### config.mk
export PLATFORM = sky130hd
export DESIGN_NAME = div_sequencer
export DESIGN_NICKNAME = d
export VERILOG_FILES = /design/src/rtl/core_config_pkg.sv /design/src/rtl/div_sequencer.sv
export SDC_FILE = /design/constraint.sdc
export NUM_CORES = 1
export LEC_CHECK = 0
export ABC_AREA = 1
export ABC_CLOCK_PERIOD_IN_PS = 2100
export CAP_MARGIN = 20
export CORE_UTILIZATION = 35
export CTS_BUF_LIST = sky130_fd_sc_hd__clkbuf_8
export CTS_CLUSTER_SIZE = 28
export DETAILED_ROUTE_END_ITERATION = 7
export PLACE_DENSITY = 0.69
export SYNTH_ARGS = -nofsm -noshare
export SYNTH_HDL_FRONTEND = slang
export SYNTH_SLANG_ARGS = --single-unit
### constraint.sdc
create_clock -name clk -period 2.1 [get_ports clk]
set_input_delay 0.42 -clock clk [delete_from_list [all_inputs] [get_ports clk]]
set_output_delay 0.42 -clock clk [all_outputs]
set_load 0.02 [all_outputs]
### src/rtl/core_config_pkg.sv
// Shared core configuration and divider-sequencer types.
//   XLEN             : integer register width
//   div_op_t         : funct3[1:0] encoding of the M-extension divide ops
//   div_seq_state_t  : divider sequencer controller states
//   SIGNED_MIN       : most negative XLEN-bit value (0x80..0)
//   ALL_ONES         : XLEN-bit all-ones value
package core_config_pkg;

    localparam int unsigned XLEN = 32;

    typedef enum logic [1:0] {
        DIV  = 2'b00,
        DIVU = 2'b01,
        REM  = 2'b10,
        REMU = 2'b11
    } div_op_t;

    typedef enum logic [2:0] {
        IDLE,
        START,
        WAIT,
        DRAIN,
        RESP
    } div_seq_state_t;

    localparam logic [XLEN-1:0] SIGNED_MIN = {1'b1, {(XLEN-1){1'b0}}};
    localparam logic [XLEN-1:0] ALL_ONES   = '1;

endpackage

### src/rtl/div_sequencer.sv
// Issue-side controller for the shared SRT divider.
// Accepts DIV/DIVU/REM/REMU requests, answers divide-by-zero, signed
// overflow and repeated-operand requests directly (latency 1), otherwise
// drives the divider start/done protocol and returns the tagged result.
// Ports:
//   clk, rst_n                 : clock, asynchronous active-low reset
//   req_*                      : request handshake, op, operands, tag
//   flush                      : kill pending/in-flight operation
//   resp_*                     : tagged result handshake
//   busy                       : controller not idle
//   div_start/div_dividend/div_divisor/div_is_signed : divider issue side
//   div_quotient/div_remainder/div_done/div_by_zero  : divider result side
module div_sequencer #(
    parameter int unsigned XLEN     = core_config_pkg::XLEN,
    parameter int unsigned TAG_W    = 5,
    parameter bit          REUSE_EN = 1'b1
) (
    input  logic             clk,
    input  logic             rst_n,
    input  logic             req_valid,
    output logic             req_ready,
    input  logic [1:0]       req_op,
    input  logic [XLEN-1:0]  req_rs1,
    input  logic [XLEN-1:0]  req_rs2,
    input  logic [TAG_W-1:0] req_tag,
    input  logic             flush,
    output logic             resp_valid,
    input  logic             resp_ready,
    output logic [XLEN-1:0]  resp_data,
    output logic [TAG_W-1:0] resp_tag,
    output logic             busy,
    output logic             div_start,
    output logic [XLEN-1:0]  div_dividend,
    output logic [XLEN-1:0]  div_divisor,
    output logic             div_is_signed,
    input  logic [XLEN-1:0]  div_quotient,
    input  logic [XLEN-1:0]  div_remainder,
    input  logic             div_done,
    input  logic             div_by_zero
);
    import core_config_pkg::*;

    localparam logic [XLEN-1:0] S_MIN = {1'b1, {(XLEN-1){1'b0}}};
    localparam logic [XLEN-1:0] ONES  = '1;

    div_seq_state_t state_q, state_d;

    logic [TAG_W-1:0] tag_q;
    logic             sel_rem_q;
    logic [XLEN-1:0]  resp_data_q;
    logic [XLEN-1:0]  dividend_q, divisor_q;
    logic             signed_q;

    logic             cache_valid;
    logic [XLEN-1:0]  cache_rs1, cache_rs2, cache_quo, cache_rem;
    logic             cache_signed;

    logic             accept, req_signed, req_rem;
    logic             is_zero, is_ovf, is_hit, fast;
    logic [XLEN-1:0]  fast_data;
    logic             done_live;

    // Zero-divisor handling is decided from the operands here.
    logic unused_div_by_zero;
    assign unused_div_by_zero = div_by_zero;

    assign req_signed = ~req_op[0];
    assign req_rem    = req_op[1];
    assign accept     = req_valid && req_ready;

    assign is_zero = (req_rs2 == '0);
    assign is_ovf  = req_signed && (req_rs1 == S_MIN) && (req_rs2 == ONES);
    assign is_hit  = REUSE_EN && cache_valid && (req_rs1 == cache_rs1) &&
                     (req_rs2 == cache_rs2) && (req_signed == cache_signed);
    assign fast    = is_zero || is_ovf || is_hit;

    // Priority: zero divisor, then overflow, then cached result.
    always_comb begin
        fast_data = '0;
        if (is_zero)
            fast_data = req_rem ? req_rs1 : ONES;
        else if (is_ovf)
            fast_data = req_rem ? '0 : S_MIN;
        else
            fast_data = req_rem ? cache_rem : cache_quo;
    end

    // A done in DRAIN still carries a valid result and refreshes the cache.
    assign done_live = div_done && ((state_q == WAIT) || (state_q == DRAIN));

    always_ff @(posedge clk or negedge rst_n) begin
        if (!rst_n)
            state_q <= IDLE;
        else
            state_q <= state_d;
    end

    always_comb begin
        state_d = state_q;
        unique case (state_q)
            IDLE:  if (accept) state_d = fast ? RESP : START;
            START: state_d = flush ? IDLE : WAIT;
            WAIT: begin
                if (div_done)
                    state_d = flush ? IDLE : RESP;
                else if (flush)
                    state_d = DRAIN;
            end
            DRAIN: if (div_done) state_d = IDLE;
            RESP:  if (flush || resp_ready) state_d = IDLE;
            default: state_d = IDLE;
        endcase
    end

    always_comb begin
        req_ready  = rst_n && (state_q == IDLE) && !flush;
        div_start  = (state_q == START) && !flush;
        resp_valid = (state_q == RESP) && !flush;
        busy       = (state_q != IDLE);
    end

    always_ff @(posedge clk or negedge rst_n) begin
        if (!rst_n) begin
            tag_q        <= '0;
            sel_rem_q    <= 1'b0;
            resp_data_q  <= '0;
            dividend_q   <= '0;
            divisor_q    <= '0;
            signed_q     <= 1'b0;
            cache_valid  <= 1'b0;
            cache_rs1    <= '0;
            cache_rs2    <= '0;
            cache_quo    <= '0;
            cache_rem    <= '0;
            cache_signed <= 1'b0;
        end else begin
            if (accept) begin
                tag_q     <= req_tag;
                sel_rem_q <= req_rem;
                if (fast) begin
                    resp_data_q <= fast_data;
                end else begin
                    // Held until the next slow accept, covering START..done+1.
                    dividend_q <= req_rs1;
                    divisor_q  <= req_rs2;
                    signed_q   <= req_signed;
                end
            end
            if (done_live) begin
                cache_valid  <= 1'b1;
                cache_rs1    <= dividend_q;
                cache_rs2    <= divisor_q;
                cache_signed <= signed_q;
                cache_quo    <= div_quotient;
                cache_rem    <= div_remainder;
            end
            if ((state_q == WAIT) && div_done)
                resp_data_q <= sel_rem_q ? div_remainder : div_quotient;
        end
    end

    assign resp_data     = resp_data_q;
    assign resp_tag      = tag_q;
    assign div_dividend  = dividend_q;
    assign div_divisor   = divisor_q;
    assign div_is_signed = signed_q;

endmodule
==> results of run 1 <==
[cell usage in the layout (no fill, tap or decap), drive strengths merged, types with 23 or more instances in the layout]
| cell | synthesis | layout |
|---|---|---|
| a21oi | 65 | 65 |
| buf | 41 | 129 |
| clkbuf | 41 | 56 |
| clkdlybuf4s50 | 0 | 217 |
| dfrtp | 236 | 236 |
| dlymetal6s2s | 0 | 23 |
| inv | 165 | 182 |
| nand2 | 722 | 722 |
| nand3 | 83 | 83 |
| nor2 | 123 | 123 |
| o21ai | 186 | 186 |
[area by class of cell]
| type | instances | area, um^2 |
|---|---|---|
| Fill cell | 3238 | 16900 |
| Multi-Input combinational cell | 1212 | 5200 |
| Clock inverter | 20 | 106 |
| Clock buffer | 50 | 688 |
| Inverter | 167 | 632 |
| Antenna cell | 1 | 2.50 |
| Tap cell | 448 | 561 |
| Sequential cell | 236 | 5910 |
| Timing Repair Buffer | 377 | 3830 |
[tightest hold or removal path, stage by stage]
cell                             delay [ns]
sky130_fd_sc_hd__dlymetal6s2s_1        0.16
sky130_fd_sc_hd__inv_1                 0.08
sky130_fd_sc_hd__o21ai_1               0.07
[path summary, 6_finish.rpt]
path / slack (ns) / end
max in group asynchronous: 0.55 / div_dividend[10]
worst min-delay path: 0.25 / div_divisor[21]
worst max register to register: 0.14 / div_divisor[19]
worst min register to register: 0.45 / cache_valid
worst max-delay path: 0.06 / div_dividend[20]
min in group asynchronous: 0.55 / state_q[2]
[metrics by stage]
stage,setup WS (ns),std cells,hold slack (ns),setup TNS (ns),util (%)
after CTS,0.00787,2502,0.398,0,49.3
after global placement,-0.573,2431,0.439,-46.40,46.9
after floorplan,0.187,1697,0.124,0,-
final,0.0565,2511,0.246,0,50.1
after detailed placement,-0.569,2431,0.443,-46.81,46.9
after global routing,-0.0498,2510,0.244,-0.380,50.1
[flip-flops by register name, indices dropped and copies added, names as in the netlist]
name           cells
div_divisor       32
cache_signed       1
resp_data         32
sel_rem_q          1
state_q            3
cache_quo         32
div_is_signed      1
cache_valid        1
cache_rem         32
cache_rs1         32
cache_rs2         32
div_dividend      32
resp_tag           5
[repair_timing]
action,4_1_cts,5_1_grt
resized for setup,10,51
pin swaps,0,8
hold buffers,1,0
hold endpoints to repair,128,0
setup endpoints to repair,5,99
setup buffers,0,4
gates cloned,0,4
[kinds of logic after synthesis]
logic type	share of synthesized area, %
xor gates and xnor gates	0.797
buffers and inverters	8.62
DFF	48.9
and+or+nand+nor	30.8
AOI/OAI and AO/OA	10.9
[metal layers]
metal  global-route usage, %  up-vias  wire, um
li1                        -     5957         -
met4                    6.63        0       988
met5                       0        -         0
met2                    35.8      402     18000
met1                    30.3     5542     17600
met3                    2.99       64      2310
[power breakdown]
group / switching, mW / total (mW) / internal, mW
combinational: 3.30 / 5.97 / 2.67
sequential: 1.01 / 7.23 / 6.22
clock: 1.91 / 4.17 / 2.26
==> summary.txt, run 1 <==
Run status
  – Run status: complete, no violations

Routing
  – Remaining number of nets flagged by the antenna check after routing: 0
  – Final routed DRC violation total: 0
  – Detailed-route wire length per cell: 15.5 um
  – Number of vias per cell after detailed routing: approximately 4.8
  – Via Count: approximately 12k
  – First drt pass iteration count: 5
  – Number of DRC markers after the initial detailed-route iteration: between 700 and 800
  – Total routed wirelength: roughly 39 mm

Synth
  – Number of enable-type register cells in the synthesized netlist: 0
  – Number of instances in the synthesized netlist: around 1.7k
  – Syn_area_per_cell: roughly 7.1 um^2
  – Share of flip-flops with an asynchronous set or reset after synthesis: 100%
  – Flip-flop and latch count after synthesis: 236
  – Count of different cell masters after synthesis: 31
  – Post-synthesis instance area: between 10000 and 15000 um^2
  – Most numerous cell in the Yosys netlist: sky130_fd_sc_hd__nand2_1
  – Most instantiated flip-flop cell in the synthesis netlist: sky130_fd_sc_hd__dfrtp_1
  – Cell types with the largest area share after synthesis: sky130_fd_sc_hd__dfrtp_1 (49%), sky130_fd_sc_hd__nand2_1 (22%), sky130_fd_sc_hd__o21ai_0 (6.7%)
  – Number of nets in the synthesized netlist: approximately 1.8k
  – Portion of synthesized cell area occupied by the leading cell type: about half
  – Yosys top cell by area: sky130_fd_sc_hd__dfrtp_1
  – Fraction of the yosys area taken by sequential cells: about half
  – Most used standard cells in the synthesized netlist: sky130_fd_sc_hd__nand2_1 (722), sky130_fd_sc_hd__dfrtp_1 (236), sky130_fd_sc_hd__o21ai_0 (162), sky130_fd_sc_hd__inv_1 (154), sky130_fd_sc_hd__nor2_1 (119)
  – Ys Warns: 0

Setup path
  – Dominant cell type by count on the critical path: sky130_fd_sc_hd__nand2_1
  – Category of the critical setup timing path: input port to flop
  – Capturing element type of the critical path: flop
  – Critical-path top delay cell: sky130_fd_sc_hd__clkdlybuf4s50_1
  – Depth of the worst register-to-register path: 13
  – Top cell family by delay on the critical path: buffers and inverters
  – Worst Path Max Fanout: 8
  – Highest cell delay on the worst timing path: about 0.6 ns
  – RR Startpoint: cache_rs1[10]
  – Critical Path RT: ~2.5 ns
  – Worst-path cell chain: clkdlybuf4s50_1 > nor2_1 > nand2_1 > nor2_1 > nand2_1 > nor2_4 > buf_12 > a31oi_4 > nand3_4 > clkbuf_16 > clkbuf_16 > nand2_1 > o21ai_0
  – Crit path buffers/inverters: 4
  – Critical Path AT: around 2.5 ns
  – Total number of cells along the worst setup path: 13
  – Startpoint type of the worst setup path: input port
  – Worst setup path start: req_rs2[3]

Clocking
  – Clock insertion delay at the later pin of the skew report: about 0.55 ns
  – Count of H-tree levels built during CTS: 2
  – Clock slew seen by the registers of the worst setup and hold paths: roughly 0.060 ns
  – Clk sink count: ~240
  – CTS root buf: sky130_fd_sc_hd__clkbuf_8
  – CTS Buf Count: 43
  – CTS tree: yes
  – Maximum buffer depth of the clock tree: 3

Timing
  – Period Utilization, post-route: between 90% and 100%
  – Endpoints failing setup: 0
  – Setup clock skew after layout: 0.0189 ns
  – Final-report hold violation count: 0
  – Worst-Margin Slew: between 0.6 and 0.7 ns
  – Clock period minus worst slack: roughly 2.0 ns
  – Max-slew headroom: between 50 and 60%
  – Max-slew violation count: 0
  – Setup repair after global routing missed its margin: true
  – Achievable frequency: slightly below 0.5 GHz

Worst hold path
  – Worst hold-check path type: input port to flop
  – WHS Path Cells: 3
  – Origin of the worst min-delay path: req_rs2[21]

Cells and area
  – Ratio of cells with drive above 1 in the final layout: approximately 11%
  – Post-synthesis to final-layout area growth: 40.1%
  – Final design area excluding fillers: around 17000 um^2
  – Post-layout net count: around 2.2k

Floorplanning
  – DIE WIDTH: 188 um
  – Area of the core: roughly 34000 um^2
  – Die footprint: 35300 um^2
  – Starting density of the core: a little over a third
  – Total number of placement rows: 67
  – Die H: around 190 um
  – Top-Level Pins: roughly 250

Global routing
  – First-pass GRT wire length: slightly above 60 mm
  – Vias in the first global route: roughly 12k
  – Total global routing track utilization: a little over a fifth
  – GRT Residual Overflow: 0
  – Initial antenna violation count: 1
  – Pin count of the biggest net entering global routing: 109

Power and ir drop
  – IR drop worst, VDD: between 0.4 and 0.5 mV
  – Pwr per Cell Area: roughly 1000 nW/um^2
  – Overall power after layout: ~17 mW
  – Standby leakage power: around 8.6 nW

Placement
  – Placer congestion estimate: 0.890
  – Post-detail-place hpwl: 27.6 mm
  – Cell area reported after detailed placement: 15800 um^2
  – Count of input and output buffers: 246

Flow run
  – Max-Cap Viols: 0
No activity file was read; power rests on OpenSTA's default activity.
==> run 2, diff against run 1 <==
- PLACE_DENSITY: 0.69 -> 0.59
==> summary.txt, run 2 (synthesis gave the netlist of run 1 again) <==
Routing
  – First drt pass iteration count: 5
  – Number of vias per cell after detailed routing: ~4.7
  – Met3 WL: ~2.4 mm
  – Met2 wirelength from detailed routing: around 18 mm
  – Highest Signal Layer: met5
  – Detailed-route wire length per cell: between 15 and 20 um
  – Met1 layer wirelength in the final routing: around 18 mm
  – Number of DRC markers after the initial detailed-route iteration: 812
  – Final routed DRC violation total: 0
  – Remaining number of nets flagged by the antenna check after routing: 0
  – Via Count: between 10k and 15k
  – Total routed wirelength: 39.8 mm

Timing
  – Clock period minus worst slack: 2.04 ns
  – Worst slack on hold paths: -0.0830 ns
  – Endpoints failing setup: 0
  – Final-report hold violation count: between 50 and 60
  – Max-slew violation count: 0
  – Worst-Margin Slew: between 0.7 and 0.8 ns
  – Achievable frequency: around 0.5 GHz
  – Setup clock skew after layout: around 0.019 ns
  – Period Utilization, post-route: 97.2%
  – Max-slew headroom: between 40% and 50%

Setup path
  – Capturing element type of the critical path: primary output
  – Startpoint type of the worst setup path: flop
  – Crit path buffers/inverters: 1
  – Worst Path Max Fanout: 3
  – Critical Path RT: 1.68 ns
  – Top cell family by delay on the critical path: buffers and inverters
  – Critical-path top delay cell: sky130_fd_sc_hd__clkdlybuf4s50_1
  – Critical Path AT: 1.62 ns
  – Worst-path cell chain: clkdlybuf4s50_1
  – Category of the critical setup timing path: flop to primary output
  – Highest cell delay on the worst timing path: 0.70 ns

Clocking
  – Cts hold-fix bufs: 0
  – Count of H-tree levels built during CTS: 2
  – CTS root buf: sky130_fd_sc_hd__clkbuf_8
  – Clock insertion delay at the later pin of the skew report: between 0.5 and 0.6 ns
  – Maximum buffer depth of the clock tree: 3
  – Clock slew seen by the registers of the worst setup and hold paths: around 0.070 ns
  – CTS Buf Count: 46
  – CTS tree: yes
  – Clk sink count: 236

Global routing
  – Initial antenna violation count: 1
  – Pin count of the biggest net entering global routing: between 100 and 150
  – Vias in the first global route: 11.3k
  – GRT Residual Overflow: 0
  – First-pass GRT wire length: around 62 mm
  – Total global routing track utilization: between 20% and 30%

Floorplanning
  – Total number of placement rows: 67
  – DIE WIDTH: roughly 190 um
  – Die footprint: 35300 um^2
  – Die H: roughly 190 um
  – Starting density of the core: between 30% and 40%
  – Top-Level Pins: 248
  – Area of the core: 33800 um^2

Placement
  – Post-detail-place hpwl: roughly 28 mm
  – Placer congestion estimate: roughly 0.86
  – Count of input and output buffers: about 250
  – Cell area reported after detailed placement: 15800 um^2

Cells and area
  – Post-synthesis to final-layout area growth: 40.7%
  – Most common cell after layout, fill and taps aside: sky130_fd_sc_hd__nand2_1
  – Final design area excluding fillers: roughly 17000 um^2
  – Most frequent cells in the layout: sky130_fd_sc_hd__nand2_1 (721), sky130_fd_sc_hd__dfrtp_1 (234), sky130_fd_sc_hd__clkdlybuf4s50_1 (222)
  – Ratio of cells with drive above 1 in the final layout: between 10% and 20%
  – Antenna fix cells: 0
  – Post-layout net count: 2165
  – Number of filler cells placed in the layout: 3273

Power and ir drop
  – Pwr per Cell Area: around 1100 nW/um^2
  – IR drop worst, VDD: 0.513 mV
  – Standby leakage power: roughly 8.6 nW

Run status
  – Failing checks: negative hold slack
  – Run status: finished with violations

Flow run
  – Max-Cap Viols: 0

Worst hold path
  – Worst hold-check path type: input port to async pin
-- run 2: repair_timing --
action	in CTS	in global routing
pin swaps	0	6
cloned	0	4
endpoints found under the setup margin	4	53
resized for setup	11	36
setup buffers	0	2
-- run 2: layout make-up --
cell class / count / area [um^2] / share of cell area, %
Clock inverter: 17 / 131 / 0.773
Clock buffer: 68 / 936 / 5.50
Inverter: 167 / 631 / 3.71
Timing Repair Buffer: 360 / 3670 / 21.6
Sequential cell: 236 / 5910 / 34.7
Tap cell: 448 / 561 / 3.30
Multi-Input combinational cell: 1212 / 5170 / 30.4
-- run 2: worst reg2reg max path: stages, from the launching register on --
cell and delay, ns:
sky130_fd_sc_hd__dfrtp_1 0.40, sky130_fd_sc_hd__nand2_1 0.09, sky130_fd_sc_hd__nand2_1 0.05, sky130_fd_sc_hd__nor2_1 0.08
sky130_fd_sc_hd__nand2_1 0.09, sky130_fd_sc_hd__nor2_2 0.12, sky130_fd_sc_hd__nand2_1 0.09, sky130_fd_sc_hd__nor2_2 0.15
sky130_fd_sc_hd__nand3_2 0.11, sky130_fd_sc_hd__buf_4 0.16, sky130_fd_sc_hd__nand3_4 0.11, sky130_fd_sc_hd__buf_12 0.15
sky130_fd_sc_hd__buf_6 0.16, sky130_fd_sc_hd__o21ai_0 0.09
-- run 2: worst paths after layout --
check	startpoint	to	slack (ns)	cells past startpoint
max in group asynchronous	rst_n	cache_rem[9]	1.56	2
setup / recovery	div_dividend[23]	div_dividend[23]	0.06	1
min in group clk	req_rs2[21]	div_divisor[21]	0.21	3
setup reg to reg	cache_rs1[8]	div_dividend[11]	0.13	13
hold / removal	rst_n	div_dividend[29]	-0.08	2
hold reg to reg	cache_valid	cache_valid	0.46	2
-- run 2: power by group --
part | switching [mW] | total (mW) | internal (mW) | leakage (nW)
sequential | 0.978 | 7.20 | 6.22 | 2.99
clock | 2.11 | 5.21 | 3.10 | 0.585
combinational | 3.29 | 5.95 | 2.65 | 5.01
-- run 2: metrics by stage --
| stage | instances | setup TNS, ns | utilization (%) | power [mW] | setup slack, ns |
|---|---|---|---|---|---|
| 6_report | 2508 | 0 | 50.3 | 18.4 | 0.0578 |
| 5_1_grt | 2508 | -0.000237 | 50.3 | 19.6 | -0.000237 |
| 4_1_cts | 2502 | -0.00583 | 49.8 | 18.5 | -0.00583 |
| 3_5_place_dp | 2417 | -43.44 | 46.7 | 13.2 | -0.506 |
| 3_3_place_gp | 2417 | -45.22 | 46.7 | 13.1 | -0.509 |
| 2_1_floorplan | 1697 | 0 | - | 10.5 | 0.187 |
-- run 2: layer usage --
metal,vias to the layer above,track usage (%)
li1,5947,-
met1,5477,31.4
met2,373,35.4
met3,66,3.24
met4,2,5.94
met5,-,0
